## config.mk

```make
export PLATFORM = sky130hd
export DESIGN_NAME = i2c_reg_access_arbiter
export DESIGN_NICKNAME = d
export VERILOG_FILES = /design/src/rtl/i2c_reg_access_arbiter.sv
export SDC_FILE = /design/constraint.sdc
export NUM_CORES = 1
export LEC_CHECK = 0
export CORE_ASPECT_RATIO = 0.75
export CORE_MARGIN = 2
export CORE_UTILIZATION = 35
export CTS_CLUSTER_DIAMETER = 50
export DETAILED_ROUTE_END_ITERATION = 8
export PLACE_DENSITY = 0.77
export SLEW_MARGIN = 20
export SYNTH_ARGS = -nofsm -noshare
export SYNTH_HDL_FRONTEND = slang
export SYNTH_SLANG_ARGS = --single-unit
export TNS_END_PERCENT = 5
```

## constraint.sdc

```tcl
create_clock -name clk_in -period 2.2 [get_ports clk_in]
set_clock_uncertainty 0.2 [all_clocks]
set_input_delay 0.44 -clock clk_in [delete_from_list [all_inputs] [get_ports clk_in]]
set_output_delay 0.44 -clock clk_in [all_outputs]
set_load 0.005 [all_outputs]
```

## src/rtl/i2c_reg_access_arbiter.sv

```systemverilog
// i2c_reg_access_arbiter
//   Shares one i2c_master among NUM_REQ register clients. Each request is a
//   single register write or read. A winner is picked in IDLE, its request
//   fields are latched, and the byte handshakes are then sequenced:
//     write: START, {dev,0}, reg, data, STOP
//     read : START, {dev,0}, reg, repeated START, {dev,1}, read byte + NACK, STOP
//
//   Build option: define I2C_ARB_FIXED_PRIORITY_EN for fixed priority, where
//   the lowest request index always wins. Without it (default) arbitration is
//   round robin: the search starts at a pointer and wraps from NUM_REQ-1 to 0.
//
// Ports
//   clk_in, reset_n        clock, asynchronous active-low reset
//   req/req_rw             per-requester request and direction (1 = read)
//   req_dev_addr           7 bits per requester, slice i = [7i+6:7i]
//   req_reg_addr/req_wdata 8 bits per requester, slice i = [8i+7:8i]
//   grant                  one-hot, high from acceptance through the done cycle
//   done                   1-cycle completion pulse to the granted requester
//   rdata, err             read byte and status, valid while done is high
//                          (err: 0 ok, 1 NACK, 2 start/arbitration error, 3 bus clear)
//   transfer_start, transfer_continues, mode, data_tx   registered, to i2c_master
//   transfer_ready, transaction_complete, nack, data_rx,
//   start_err, arbitration_err, bus_clear               from i2c_master

module i2c_reg_access_arbiter #(
  parameter int NUM_REQ = 4
) (
  input  logic                 clk_in,
  input  logic                 reset_n,
  input  logic [NUM_REQ-1:0]   req,
  input  logic [NUM_REQ-1:0]   req_rw,
  input  logic [7*NUM_REQ-1:0] req_dev_addr,
  input  logic [8*NUM_REQ-1:0] req_reg_addr,
  input  logic [8*NUM_REQ-1:0] req_wdata,
  output logic [NUM_REQ-1:0]   grant,
  output logic [NUM_REQ-1:0]   done,
  output logic [7:0]           rdata,
  output logic [1:0]           err,
  output logic                 transfer_start,
  output logic                 transfer_continues,
  output logic                 mode,
  output logic [7:0]           data_tx,
  input  logic                 transfer_ready,
  input  logic                 transaction_complete,
  input  logic                 nack,
  input  logic [7:0]           data_rx,
  input  logic                 start_err,
  input  logic                 arbitration_err,
  input  logic                 bus_clear
);

  localparam int IW = (NUM_REQ > 1) ? $clog2(NUM_REQ) : 1;
  localparam logic [NUM_REQ-1:0] ONE_HOT0 = NUM_REQ'(1);

  typedef enum logic [2:0] {
    S_IDLE, S_START, S_ADDR, S_REG, S_DATA_W, S_ADDR_R, S_DATA_R, S_DONE
  } state_t;

  state_t               state, state_d;
  logic [NUM_REQ-1:0]   grant_d, done_d;
  logic [7:0]           rdata_d, data_tx_d;
  logic [1:0]           err_d;
  logic                 start_d, cont_d, mode_d;
  logic [6:0]           dev_q, dev_d;
  logic [7:0]           reg_q, reg_d, wdata_q, wdata_d;
  logic                 rw_q, rw_d;
  logic                 nack_flag, nack_flag_d;
  logic                 win_found;
  logic [IW-1:0]        win_idx;
  logic                 abort;
`ifndef I2C_ARB_FIXED_PRIORITY_EN
  logic [IW-1:0]        rr_ptr, rr_ptr_d;
  logic [IW-1:0]        gnt_idx, gnt_idx_d;
`endif

  // Winner search: the first set request bit, scanning upward from the
  // round-robin pointer (or from index 0 in fixed-priority builds).
  always_comb begin
    logic [IW-1:0] cand;
    cand      = '0;
    win_found = 1'b0;
    win_idx   = '0;
    for (int k = 0; k < NUM_REQ; k++) begin
`ifdef I2C_ARB_FIXED_PRIORITY_EN
      cand = IW'(k);
`else
      cand = IW'((int'(rr_ptr) + k) % NUM_REQ);
`endif
      if (!win_found && req[cand]) begin
        win_found = 1'b1;
        win_idx   = cand;
      end
    end
  end

  assign abort = start_err | arbitration_err | bus_clear;

  // Next-state and next-output logic. Every master-side output is a register
  // that only moves on a grant, a transaction_complete, or an abort, so the
  // master always sees a stable byte and control set while it works.
  always_comb begin
    state_d     = state;
    grant_d     = grant;
    done_d      = done;
    rdata_d     = rdata;
    err_d       = err;
    start_d     = transfer_start;
    cont_d      = transfer_continues;
    mode_d      = mode;
    data_tx_d   = data_tx;
    dev_d       = dev_q;
    reg_d       = reg_q;
    wdata_d     = wdata_q;
    rw_d        = rw_q;
    nack_flag_d = nack_flag;
`ifndef I2C_ARB_FIXED_PRIORITY_EN
    rr_ptr_d    = rr_ptr;
    gnt_idx_d   = gnt_idx;
`endif

    case (state)
      S_IDLE: begin
        if (win_found) begin
          grant_d     = ONE_HOT0 << win_idx;
          dev_d       = req_dev_addr[int'(win_idx)*7 +: 7];
          reg_d       = req_reg_addr[int'(win_idx)*8 +: 8];
          wdata_d     = req_wdata[int'(win_idx)*8 +: 8];
          rw_d        = req_rw[win_idx];
          nack_flag_d = 1'b0;
          start_d     = 1'b1;
          cont_d      = 1'b1;
          mode_d      = 1'b0;
          data_tx_d   = {req_dev_addr[int'(win_idx)*7 +: 7], 1'b0};
          state_d     = S_START;
`ifndef I2C_ARB_FIXED_PRIORITY_EN
          gnt_idx_d   = win_idx;
`endif
        end
      end

      S_DONE: begin
        done_d    = '0;
        err_d     = 2'd0;
        grant_d   = '0;
        start_d   = 1'b0;
        cont_d    = 1'b0;
        mode_d    = 1'b0;
        data_tx_d = 8'h00;
        state_d   = S_IDLE;
`ifndef I2C_ARB_FIXED_PRIORITY_EN
        rr_ptr_d  = (gnt_idx == IW'(NUM_REQ-1)) ? '0 : gnt_idx + IW'(1);
`endif
      end

      default: begin
        if (abort) begin
          // Lost arbitration / start error outranks bus clear.
          state_d   = S_DONE;
          done_d    = grant;
          err_d     = (start_err || arbitration_err) ? 2'd2 : 2'd3;
          start_d   = 1'b0;
          cont_d    = 1'b0;
          mode_d    = 1'b0;
          data_tx_d = 8'h00;
        end else begin
          // A NACK on any byte we transmitted is remembered; the master has
          // already latched 'continue', so the sequence still runs to STOP.
          if (nack && (state == S_ADDR || state == S_REG ||
                       state == S_DATA_W || state == S_ADDR_R))
            nack_flag_d = 1'b1;

          case (state)
            S_START: begin
              if (transfer_ready && transfer_start)
                state_d = S_ADDR;
            end
            S_ADDR: begin
              if (transaction_complete) begin
                start_d   = 1'b0;
                mode_d    = 1'b0;
                cont_d    = !rw_q;
                data_tx_d = reg_q;
                state_d   = S_REG;
              end
            end
            S_REG: begin
              if (transaction_complete) begin
                if (rw_q) begin
                  start_d   = 1'b1;
                  cont_d    = 1'b1;
                  mode_d    = 1'b0;
                  data_tx_d = {dev_q, 1'b1};
                  state_d   = S_ADDR_R;
                end else begin
                  start_d   = 1'b0;
                  cont_d    = 1'b0;
                  data_tx_d = wdata_q;
                  state_d   = S_DATA_W;
                end
              end
            end
            S_ADDR_R: begin
              if (transaction_complete) begin
                start_d   = 1'b0;
                cont_d    = 1'b0;
                mode_d    = 1'b1;
                data_tx_d = 8'hFF;
                state_d   = S_DATA_R;
              end
            end
            S_DATA_W: begin
              if (transaction_complete) begin
                done_d  = grant;
                err_d   = (nack_flag || nack) ? 2'd1 : 2'd0;
                state_d = S_DONE;
              end
            end
            S_DATA_R: begin
              // The master NACKs the final read byte on purpose; not an error.
              if (transaction_complete) begin
                rdata_d = data_rx;
                done_d  = grant;
                err_d   = nack_flag ? 2'd1 : 2'd0;
                state_d = S_DONE;
              end
            end
            default: state_d = S_IDLE;
          endcase
        end
      end
    endcase
  end

  // State and output registers; reset clears everything asynchronously.
  always_ff @(posedge clk_in or negedge reset_n) begin
    if (!reset_n) begin
      state              <= S_IDLE;
      grant              <= '0;
      done               <= '0;
      rdata              <= 8'h00;
      err                <= 2'd0;
      transfer_start     <= 1'b0;
      transfer_continues <= 1'b0;
      mode               <= 1'b0;
      data_tx            <= 8'h00;
      dev_q              <= 7'h00;
      reg_q              <= 8'h00;
      wdata_q            <= 8'h00;
      rw_q               <= 1'b0;
      nack_flag          <= 1'b0;
`ifndef I2C_ARB_FIXED_PRIORITY_EN
      rr_ptr             <= '0;
      gnt_idx            <= '0;
`endif
    end else begin
      state              <= state_d;
      grant              <= grant_d;
      done               <= done_d;
      rdata              <= rdata_d;
      err                <= err_d;
      transfer_start     <= start_d;
      transfer_continues <= cont_d;
      mode               <= mode_d;
      data_tx            <= data_tx_d;
      dev_q              <= dev_d;
      reg_q              <= reg_d;
      wdata_q            <= wdata_d;
      rw_q               <= rw_d;
      nack_flag          <= nack_flag_d;
`ifndef I2C_ARB_FIXED_PRIORITY_EN
      rr_ptr             <= rr_ptr_d;
      gnt_idx            <= gnt_idx_d;
`endif
    end
  end

endmodule

```

After elaboration in Yosys (flattened, before gate mapping)
Index checks and enable logic that the tools add are counted.
{"block": "totals", "input_bits": 116, "regBits": 61, "wordCells": 162, "output_inout_bits": 29}
{"block": "op_classes", "bitwise_logic": 6, "reduce_logical": 35, "n_shift": 4, "order_cmp": 5, "n_mul": 1, "n_addsub": 4, "n_eq_ne": 19, "n_mux": 72}
{"operator": "$shiftx A32 B6 Y8", "n": 2}
{"operator": "$mux W8", "n": 6}
{"operator": "$shiftx A28 B6 Y7", "n": 1}
{"operator": "$mux W1", "n": 27}
{"operator": "$pmux W8 S3", "n": 1}
{"operator": "$mux W3", "n": 7}
{"operator": "$ne A5 B3 Y1 const B", "n": 4}
{"operator": "$mux W2", "n": 8}
{"operator": "$mux W4", "n": 4}
{"operator": "$pmux W4 S2", "n": 2}
{"operator": "$pmux W8 S2", "n": 1}
{"operator": "$reduce_and A4 Y1", "n": 4}
{"operator": "$lt A2 B3 Y1 const B", "n": 5}
{"operator": "$pmux W3 S5", "n": 1}
{"operator": "$eq A3 B3 Y1 const B", "n": 4}
{"operator": "$reduce_and A6 Y1", "n": 2}
{"operator": "$bmux W1 S2", "n": 5}
{"operator": "$ne A5 B1 Y1 const B", "n": 2}
{"operator": "$pmux W1 S2", "n": 5}
{"operator": "$ne A4 B3 Y1 const B", "n": 2}
{"operator": "$pmux W2 S2", "n": 2}
{"operator": "$eq A3 B2 Y1 const B", "n": 2}
{"operator": "$pmux W1 S3", "n": 2}
{"operator": "$pmux W3 S2", "n": 1}
{"operator": "24 further kinds", "n": 46}

Longest topological paths before layout
Gate-level depths: netlist of run 1.
{"block": "logic_depth", "depth_word": 16, "mapped_depth": 8, "depth_no_buf": 6}

Worst setup path after synthesis of run 1
OpenSTA, ideal clock, no wires.
{"block": "synth_timing", "kind": "input port to flip-flop", "startpoint": "input port arbitration_err", "endpoint": "register data_tx[1]", "path_slack_ns": 0.213, "stages": 6, "required_ns": 1.863, "arrival_time_ns": 1.650, "n_path_buf": 2, "setup_time_ns": 0.137, "cell_sequence": "or3_1 > buf_2 > o22ai_2 > buf_2 > mux2i_1 > o21ai_1"}
{"block": "synth_via", "elab_chain_len": 4, "elab_cells_between_ends": 9, "classes_between": "eq/ne (3); mux (2); bitwise (2); reduce/logical (2)"}
{"element": "start: declaration", "line_no": "48", "source": "input logic arbitration_err,"}
{"element": "$or A1 B1 Y1 (*) (2 in a row)", "line_no": "96", "source": "assign abort = start_err | arbitration_err | bus_clear;"}
{"element": "$ne A5 B3 Y1 (no source line), or another cell as far along"}
{"element": "$reduce_and A5 Y1 (no source line) / $pmux W8 S2 (equally long branches)"}
{"element": "end signal: assignment", "line_no": "264", "source": "data_tx <= data_tx_d;"}
{"element": "end: declaration", "line_no": "42", "source": "output logic [7:0] data_tx,"}
Every way passes the cells marked *; elsewhere a longest branch is shown, timed or not.
A chain may end at the register's enable or synchronous reset.

Worst setup path in the final report of run 1
{"block": "layout_timing", "startpoint": "register rr_ptr[1]", "endpoint": "register wdata_q[6]"}
{"block": "layout_via", "elab_chain_len": 13, "elab_cells_between_ends": 27, "classes_between": "add/sub (3); shift (1); mux (16); reduce/logical (7)"}
{"element": "start: declaration", "line_no": "72", "source": "logic [IW-1:0] rr_ptr, rr_ptr_d;"}
{"element": "start signal: assignment", "line_no": "271", "source": "rr_ptr <= rr_ptr_d;"}
{"element": "parallel branches: the longest is 13 deep, another holds $add A2 B1 Y2"}
{"element": "end signal: assignment", "line_no": "267", "source": "wdata_q <= wdata_d;"}
{"element": "end: declaration", "line_no": "65", "source": "logic [7:0] reg_q, reg_d, wdata_q, wdata_d;"}
Several ways; the timed one is not identified. The select of a mux whose other input is x is not followed.

==> results of run 1 <==
## stage by stage
stage               area (um2)  instances  utilization  hold slack [ps]
floorplan                 3720        397            -            -55.6
global placement          5550        686        0.537              265
detailed placement        5550        686        0.537              267
CTS                       5940        705        0.575              279
global route              5990        705        0.580              298
finish                    5990        705        0.580              276
## final cells by class
class                   count  area [um2]
repair buffers            187        1890
clock inverters             4        47.5
well taps                 136         170
fillers                   847        4340
flip-flops and latches     61        1530
multi-input cells         297        2080
inverters                   8        30.0
clock buffers              12         246
## cells in the mapped netlist, types with 7 or more instances
library cell  number
dfrtp_1           61
a211oi_1          38
nand2_1           38
nor2b_1           36
a21oi_1           29
mux2i_1           22
nor2_1            17
o21ai_1           15
clkbuf_1          12
o21ai_0           12
o31ai_1           12
nand2b_1          11
o31ai_2           11
buf_2              9
mux2_1             9
nand3_1            9
inv_1              8
a22o_1             7
## how the worst max path moves through the flow
stage / cells after the start / to / from
after floorplan: 6 / data_tx[1]$_DFFE_PN0P_ / arbitration_err
after global placement: 8 / reg_q[6]$_DFFE_PN0P_ / req[3]
after detailed placement: 8 / reg_q[0]$_DFFE_PN0P_ / req[3]
after CTS: 9 / reg_q[4]$_DFFE_PN0P_ / req[3]
after global routing: 9 / wdata_q[6]$_DFFE_PN0P_ / rr_ptr[1]$_DFFE_PN0P_
final: 9 / wdata_q[6]$_DFFE_PN0P_ / rr_ptr[1]$_DFFE_PN0P_
## registers in the layout, indices dropped and copies added (netlist names)
register,flops
data_tx,8
rdata,8
reg_q,8
wdata_q,8
dev_q,7
done,4
grant,4
state,3
err,2
gnt_idx,2
rr_ptr,2
mode,1
nack_flag,1
rw_q,1
transfer_continues,1
transfer_start,1
## metal layers
metal  up-vias  global-route usage
li1       1777                   -
met1      1769               0.253
met2       135               0.343
met3        17              0.0463
met4         0              0.0568
met5         -                   0
## placed cells by master, fill, tap and decap left out, drive strengths merged, types with 3 or more instances in the layout
| cell | count |
|---|---|
| a211oi | 39 |
| a21oi | 29 |
| a22o | 7 |
| a32o | 3 |
| buf | 42 |
| clkbuf | 12 |
| clkdlybuf4s50 | 141 |
| dfrtp | 61 |
| inv | 8 |
| mux2 | 11 |
| mux2i | 22 |
| nand2 | 38 |
| nand2b | 11 |
| nand3 | 9 |
| nor2 | 17 |
| nor2b | 36 |
| nor3 | 4 |
| o21ai | 27 |
| o31ai | 23 |
## power by group
| group | internal (mW) | switching, mW |
|---|---|---|
| logic | 1.60 | 1.54 |
| registers | 1.57 | 0.403 |
| clock network | 0.903 | 0.486 |
## logic make-up (layout without fill, tap and decap cells)
kind of cell | Yosys count | after routing | share of synthesized area
flip-flops | 61 | 61 | 0.410
adder cells (fa/ha/maj) | 1 | 1 | 0.00336
XOR/XNOR | 1 | 1 | 0.00235
AND/OR/NAND/NOR | 125 | 125 | 0.174
AO/OA/AOI/OAI | 137 | 137 | 0.261
multiplexers | 33 | 33 | 0.0925
buffers and inverters | 39 | 211 | 0.0565
## worst register-to-register path, cell delays in order (launching register included)
cell and delay (ps):
dfrtp_2 460, nand2b_1 190, a21oi_2 190, a211oi_4 40
buf_4 170, buf_12 160, buf_4 180, nor2b_1 160
a211oi_2 60, o31ai_2 240
## timing repair
item                                   CTS  global route
hold buffers                             1             0
setup endpoints to repair               15            33
resized for setup                       11            12
buffers inserted                         1             0
cloned                                   1             0
endpoints found under the hold margin   61             0
pin swaps                                2             1
==> reports/results.tsv, run 1 <==
stage	metric	value	unit
run_status	status	completed	
detailed_routing	ant_nets	0	
global_route	antenna_found_initial	0	
synthesis	yosys_warnings	0	
floorplan	rows	32	
critical_path	cp.arrival	2170	ps
clock_tree	cts_max_level	3	
worst_hold_path	hold_start	wdata_q[4]$_DFFE_PN0P_	
detailed_routing	m1WireLength	4980	um
clock_tree	cts.path.max_buffers	2	
detailed_routing	wl	11400	um
global_route	grt_pass1_wl	17900	um
pwr	leakagePower	2.47	nW
synthesis	async_flop_share	1.00	
timing	worst_slack	60.6	ps
synthesis	netlist_area	3720	um2
synthesis	yosysUniqueCellTypes	45	
layout	layout-drive-gt1-share	0.169	
critical_path	path_cells	nand2b_1 > a21oi_2 > a211oi_4 > buf_4 > buf_12 > buf_4 > nor2b_1 > a211oi_2 > o31ai_2	
global_route	grt_usage	0.200	
detailed_routing	wl_met3	578	um
critical_path	ff2ff_setup_slack	60	ps
synthesis	synth_ff_type	dfrtp_1	
synthesis	synth_top_cell_by_area	dfrtp_1	
floorplan	die_x	123	um
critical_path	crit_path_start_kind	flip-flop	
job	drv_cap	0	
clock_tree	clk_latency	320	ps
timing	period_minus_slack	2140	ps
detailed_routing	first_pass_iters	4	
critical_path	cp_slowest_cell	dfrtp_2	
floorplan	die_h	93.3	um
timing	hold_viol	0	
worst_hold_path	hold_class	reg -> reg	
global_route	grt.overflow.total	0	
timing	fin_setup_tns	0	ps
critical_path	path_buf_inv	3	
detailed_routing	drc	0	
critical_path	worst-setup-path-type	reg -> reg	
detailed_routing	wl_met2	5690	um
timing	slew_violations	0	
synthesis	synth_edf_count	0	
layout	antenna_cells	0	
critical_path	crit_path_max_fanout	17	
synthesis	ys_top_cells_by_area	dfrtp_1 41%, a211oi_1 7.7%, nor2b_1 6.1%	
critical_path	cpPeakStageDelay	460	ps
placement	post-dp-hpwl	8450	um
detailed_routing	dr_total_vias	3698	
synthesis	synth_cells	397	
pwr	finalPower	6.50	mW
detailed_routing	via_per_inst	5.25	
floorplan	fp.coreArea	10300	um2
layout	area_growth	61.0	%
floorplan	io_pins	145	
synthesis	syn_area_per_cell	9.37	um2
global_route	grt_pass1_vias	3665	
critical_path	cp_top_family	compound AO/OA/AOI/OAI gates	
placement	pre_cts_ws	-442	ps
synthesis	synth_top_area_share	0.410	
synthesis	synth-seq-cells	61	
worst_hold_path	hold_depth	2	
global_route	grt_max_degree	62	
critical_path	endpoint_kind	flip-flop	
timing	setup_viol_count_final	0	
detailed_routing	wl_per_cell	16.2	um
clock_tree	cts_root_buf	clkbuf_16	
placement	gp_congestion	0.843	
floorplan	start_util	0.360	
critical_path	worst_path_most_repeated_cell	buf_4	
clock_tree	cts_tree	built	
critical_path	r2r-start	rr_ptr[1]$_DFFE_PN0P_	
synthesis	syn_nets	514	
timing	period_share	0.972	
floorplan	dieArea	11500	um2
detailed_routing	drt_iter0_drc	225	
clock_tree	cts_buffers	9	
clock_tree	clkTransAtPathRegs	50	ps
placement	io_buffers	144	
clock_tree	cts_sinks	61	
critical_path	rr_endpoint	wdata_q[6]$_DFFE_PN0P_	
timing	fmax	467	MHz
worst_hold_path	min_delay_worst_endpoint	wdata_q[4]$_DFFE_PN0P_	
timing	relSlewSlack	0.633	
detailed_routing	top_layer	met4	
synthesis	yosysSeqAreaShare	0.410	
critical_path	rr_worst_depth	9	
pwr	ir_drop	0.000542	V
critical_path	cp_data_required_time	2230	ps
timing	tightest_slew	550	ps
pwr	p_per_area	1090	nW/um2
layout	final_nets	681	
Note: power is estimated with default switching activity, not from simulation.
==> inputs of run 2 (changes only) <==
Settings changed: PLACE_DENSITY 0.77 to 0.66, SKIP_LAST_GASP set to 1.
==> run 2 against run 1 <==
  * The flow now finishes with violations (setup timing)
  * Cell count grew 0.28%
  * Cell area shrank 0.54%
  * Maximum frequency shrank 3.2%
  * Largest power group unchanged
  * Highest routed layer unchanged
==> reports/results.tsv, run 2 (same netlist as run 1, synthesis figures left out) <==
stage	metric	value	unit	change
worst_hold_path	hold_depth	1		-1
detailed_routing	drc	0		unchanged
detailed_routing	wl_per_cell	15.5	um	-3.9%
clock_tree	cts_tree	built		
worst_hold_path	min_delay_worst_endpoint	rdata[5]$_DFFE_PN0P_		
clock_tree	cts_sinks	61		unchanged
run_status	status	complete, but fails checks		
clock_tree	cts_max_level	3		unchanged
floorplan	dieArea	11500	um2	unchanged
layout	final_nets	683		+0.29%
floorplan	rows	32		unchanged
timing	slew_violations	0		unchanged
timing	fmax	452	MHz	-3.2%
critical_path	cp_slowest_cell	clkdlybuf4s50_1		
clock_tree	clkTransAtPathRegs	50	ps	about the same
layout	fin_cells	707		+0.28%
detailed_routing	wl	11000	um	-3.7%
global_route	grt_max_degree	34		-45%
detailed_routing	drt_iter0_drc	249		+11%
placement	io_buffers	144		unchanged
timing	period_minus_slack	2210	ps	+71.7 ps
clock_tree	cts.path.max_buffers	2		unchanged
detailed_routing	dr_total_vias	3645		-1.4%
critical_path	rr_worst_depth	8		-1
clock_tree	clk_latency	330	ps	about the same
pwr	leakagePower	2.44	nW	-1.0%
critical_path	crit_path_start_kind	input port		
floorplan	start_util	0.360		unchanged
critical_path	cp.arrival	2260	ps	+90 ps
timing	period_share	1.01		+0.0326
detailed_routing	first_pass_iters	4		unchanged
placement	post-dp-hpwl	8230	um	-2.7%
critical_path	path_cells	clkdlybuf4s50_1 > nand2b_1 > a21oi_1 > a211oi_4 > buf_12 > buf_12 > nand2b_1 > a22o_1 > o21ai_1		
worst_hold_path	hold_start	rdata[5]$_DFFE_PN0P_		
clock_tree	cts_buffers	9		unchanged
critical_path	rr_endpoint	dev_q[4]$_DFFE_PN0P_		
timing	setup_viol_count_final	2		+2
pwr	ir_drop	0.000477	V	-12%
layout	layout-drive-gt1-share	0.154		-0.0146
global_route	antenna_found_initial	0		unchanged
critical_path	endpoint_kind	flip-flop		
critical_path	cpPeakStageDelay	520	ps	+60 ps
timing	hold_viol	0		unchanged
detailed_routing	via_per_inst	5.16		-1.7%
detailed_routing	ant_nets	0		unchanged
critical_path	cp_data_required_time	2250	ps	+20 ps
critical_path	crit_path_max_fanout	33		+16
critical_path	ff2ff_setup_slack	80	ps	+20 ps
global_route	grt.overflow.total	0		unchanged
timing	rsz0062_at_grt	yes		
layout	area_growth	60.1	%	
layout	final_cell_mix	143 x clkdlybuf4s50_1, 60 x dfrtp_1, 37 x nand2_1		
run_status	violations	setup timing		
timing	tightest_slew	549	ps	-1.27 ps
global_route	grt_pass1_vias	3590		-2.0%
layout	layout_commonest_cell	clkdlybuf4s50_1		
timing	worst_slack	-11.1	ps	-71.7 ps
placement	place_inst	688		+0.29%
job	drv_cap	0		unchanged
timing	hold_slack	280	ps	+3.74 ps
timing	relSlewSlack	0.634		+0.000846
floorplan	die_h	93.3	um	unchanged
pwr	p_per_area	1060	nW/um2	-2.0%
critical_path	r2r-start	rr_ptr[1]$_DFFE_PN0P_		
floorplan	die_x	123	um	unchanged
worst_hold_path	hold_class	reg -> reg		
placement	gp_congestion	0.809		-4.0%
critical_path	worst-setup-path-type	in -> reg		
critical_path	startpoint	req[2]		
layout	antenna_cells	0		unchanged
floorplan	fp.coreArea	10300	um2	unchanged
floorplan	io_pins	145		unchanged
global_route	grt_pass1_wl	17500	um	-2.7%
pwr	finalPower	6.34	mW	-2.5%
global_route	grt_usage	0.194		-0.00641
clock_tree	cts_root_buf	clkbuf_16		
timing	fin_setup_tns	-18.5	ps	-18.5 ps
layout	post-route-util	0.577		-0.00315
## run 2: cell type report
| class | instances | area (um2) |
|---|---|---|
| Fill cell | 904 | 4370 |
| Clock inverter | 5 | 36.3 |
| Sequential cell | 61 | 1530 |
| Timing Repair Buffer | 189 | 1920 |
| Tap cell | 136 | 170 |
| Multi-Input combinational cell | 297 | 2030 |
| Clock buffer | 11 | 243 |
| Inverter | 8 | 30.0 |
## run 2: timing repair
item                                    in CTS  in global routing
pin swaps                                    0                  1
endpoints found under the setup margin       9                 35
gates cloned                                 0                  1
hold buffers                                 1                  0
hold endpoints to repair                    16                  0
buffers inserted                             0                  1
resized for setup                            0                  8
## run 2: power breakdown
group | total, mW | leakage, nW | internal, mW | switching [mW]
clock | 1.30 | 0.128 | 0.792 | 0.513
combinational | 3.06 | 1.54 | 1.58 | 1.48
sequential | 1.97 | 0.777 | 1.57 | 0.404
## run 2: stage by stage
stage | instance area (um2) | worst slack, ps
after detailed placement | 5600 | -413
after CTS | 5890 | -68.8
after global placement | 5600 | -353
final | 5960 | -11.1
after global routing | 5960 | -77.7
after floorplan | 3720 | 213
## run 2: how the worst max path moves through the flow
stage | to | slack, ps
after global placement | reg_q[4]$_DFFE_PN0P_ | -350
after global routing | dev_q[4]$_DFFE_PN0P_ | -80
final | dev_q[4]$_DFFE_PN0P_ | -10
after detailed placement | wdata_q[0]$_DFFE_PN0P_ | -410
after CTS | wdata_q[0]$_DFFE_PN0P_ | -70
after floorplan | data_tx[1]$_DFFE_PN0P_ | 210
## run 2: layer usage
layer | GRT usage | vias to the layer above | part of all wire
li1 | - | 1790 | -
met5 | 0 | - | 0
met4 | 0.0597 | 0 | 0.016
met2 | 0.293 | 144 | 0.46
met1 | 0.273 | 1694 | 0.46
met3 | 0.0488 | 17 | 0.062
## run 2: critical path, delay by kind of cell
kind / cells / cell delay [ps]
AND/OR/NAND/NOR: 2 / 220
AO/OA/AOI/OAI: 4 / 710
buffers and inverters: 3 / 870
==> inputs of run 3 (changes only) <==
Settings changed: SKIP_CTS_REPAIR_TIMING set to 1.
==> run 3 against run 2 <==
  * The run still ends with setup timing left
  * Setup slack improved by 3.0 ps
  * Sequential share of layout area did not move
  * Largest power group unchanged
  * Cell count did not move
  * Critical path type unchanged
  * Via count fell by 0.82%
  * Critical path depth did not move
  * Largest cell class unchanged
  * Sequential power barely moved
  * Highest routed layer unchanged
  * Count of clock-buffer cells in the layout did not move
  * Cell area did not move
==> reports/results.tsv, run 3 (same netlist as run 1, synthesis figures left out) <==
stage	metric	value	unit	change
floorplan	io_pins	145		unchanged
detailed_routing	via_per_inst	5.11		-0.82%
timing	fmax	453	MHz	+0.14%
floorplan	fp.coreArea	10300	um2	unchanged
clock_tree	cts_tree	built		
detailed_routing	dr_total_vias	3615		-0.82%
layout	fin_cells	707		unchanged
detailed_routing	wl_per_cell	15.5	um	about the same
timing	setup_viol_count_final	3		+1
clock_tree	clkTransAtPathRegs	60	ps	about the same
detailed_routing	ant_nets	0		unchanged
detailed_routing	m1WireLength	5110	um	+0.81%
timing	slew_violations	0		unchanged
timing	relSlewSlack	0.617		-0.0172
timing	worst_slack	-8.11	ps	+3.02 ps
timing	period_share	1.00		-0.00137
global_route	grt_pass1_vias	3584		-0.17%
layout	fillers	905		+0.11%
clock_tree	cts_sinks	61		unchanged
critical_path	ff2ff_setup_slack	80	ps	about the same
global_route	grt_max_degree	34		unchanged
layout	final_cell_mix	143 x clkdlybuf4s50_1, 60 x dfrtp_1, 37 x nand2_1		
clock_tree	cts_root_buf	clkbuf_16		
run_status	status	complete, but fails checks		
layout	final_nets	683		unchanged
pwr	leakagePower	2.44	nW	unchanged
floorplan	die_x	123	um	unchanged
timing	rsz0062_at_grt	yes		
floorplan	die_h	93.3	um	unchanged
clock_tree	cts.path.max_buffers	2		unchanged
detailed_routing	top_layer	met4		
global_route	grt_usage	0.194		about the same
detailed_routing	wl_met2	5070	um	+0.54%
detailed_routing	wl_met3	648	um	-5.3%
job	drv_cap	0		unchanged
critical_path	crit_path_start_kind	input port		
run_status	violations	setup timing		
clock_tree	cts_max_level	3		unchanged
floorplan	rows	32		unchanged
detailed_routing	first_pass_iters	4		unchanged
global_route	grt.overflow.total	0		unchanged
timing	hold_viol	0		unchanged
layout	post-route-util	0.577		unchanged
placement	post-dp-hpwl	8230	um	unchanged
timing	fin_setup_tns	-11.4	ps	+7.04 ps
layout	multiInputGateArea	2030	um2	unchanged
layout	layout_commonest_cell	clkdlybuf4s50_1		
pwr	p_per_area	1060	nW/um2	about the same
clock_tree	cts_buffers	9		unchanged
critical_path	cp_data_required_time	2250	ps	about the same
worst_hold_path	hold_class	reg -> reg		
placement	place_inst	688		unchanged
placement	io_buffers	144		unchanged
floorplan	dieArea	11500	um2	unchanged
critical_path	crit_path_max_fanout	14		-58%
clock_tree	clk_latency	330	ps	about the same
placement	gp_congestion	0.809		unchanged
critical_path	endpoint_kind	flip-flop		
pwr	ir_drop	0.000476	V	-0.24%
global_route	grt_pass1_wl	17500	um	about the same
detailed_routing	wl	11000	um	about the same
layout	antenna_cells	0		unchanged
detailed_routing	drt_iter0_drc	271		+8.8%
detailed_routing	drc	0		unchanged
critical_path	cp.arrival	2260	ps	about the same
layout	seq_area	1530	um2	unchanged
critical_path	worst-setup-path-type	in -> reg		
layout	area_growth	60.1	%	unchanged
floorplan	start_util	0.360		unchanged
timing	hold_slack	280	ps	-0.00900 ps
timing	period_minus_slack	2210	ps	-3.02 ps
global_route	antenna_found_initial	0		unchanged
timing	tightest_slew	575	ps	+25.8 ps
layout	layout-drive-gt1-share	0.154		unchanged
placement	pre_cts_ws	-413	ps	unchanged
run 3: cell counts in the layout (fill, tap and decap cells not counted):
Identical to the previous run, type by type.
run 3: critical path: stages:
cell	delay (ps)
clkdlybuf4s50_1	520
nand2b_1	70
a21oi_1	270
a211oi_4	70
buf_12	180
buf_4	160
nand2b_1	140
a22o_1	240
o21ai_1	140
run 3: layer usage:
layer,vias up,GRT usage
met5,-,0
met4,0,0.0597
met3,11,0.0488
met2,124,0.292
met1,1689,0.273
li1,1791,-
run 3: report_power, final:
part	internal, mW	total (mW)	switching, mW
clock network	0.792	1.31	0.515
logic	1.58	3.06	1.48
registers	1.57	1.97	0.406
run 3: area by class of cell:
type                       count  area share
clock buffer                  11      0.0407
clock inverter                 5     0.00609
inverter                       8     0.00504
multi-input combinational    297       0.341
sequential                    61       0.256
tap                          136      0.0286
timing repair buffer         189       0.322
run 3: worst paths after layout:
path | endpoint | startpoint | cells past startpoint
hold / removal | rdata[5]$_DFFE_PN0P_ | rdata[5]$_DFFE_PN0P_ | 1
min in group asynchronous | done[0]$_DFFE_PN0P_ | reset_n | 2
hold reg to reg | rdata[5]$_DFFE_PN0P_ | rdata[5]$_DFFE_PN0P_ | 1
setup reg to reg | dev_q[6]$_DFFE_PN0P_ | rr_ptr[1]$_DFFE_PN0P_ | 8
setup / recovery | dev_q[6]$_DFFE_PN0P_ | req[2] | 9
max in group asynchronous | state[0]$_DFFE_PN0P_ | reset_n | 3
run 3: metrics by stage:
stage | area, um2 | power (mW)
floorplan | 3720 | 3.66
global placement | 5600 | 4.84
detailed placement | 5600 | 4.93
CTS | 5880 | 6.26
global route | 5960 | 6.80
finish | 5960 | 6.34
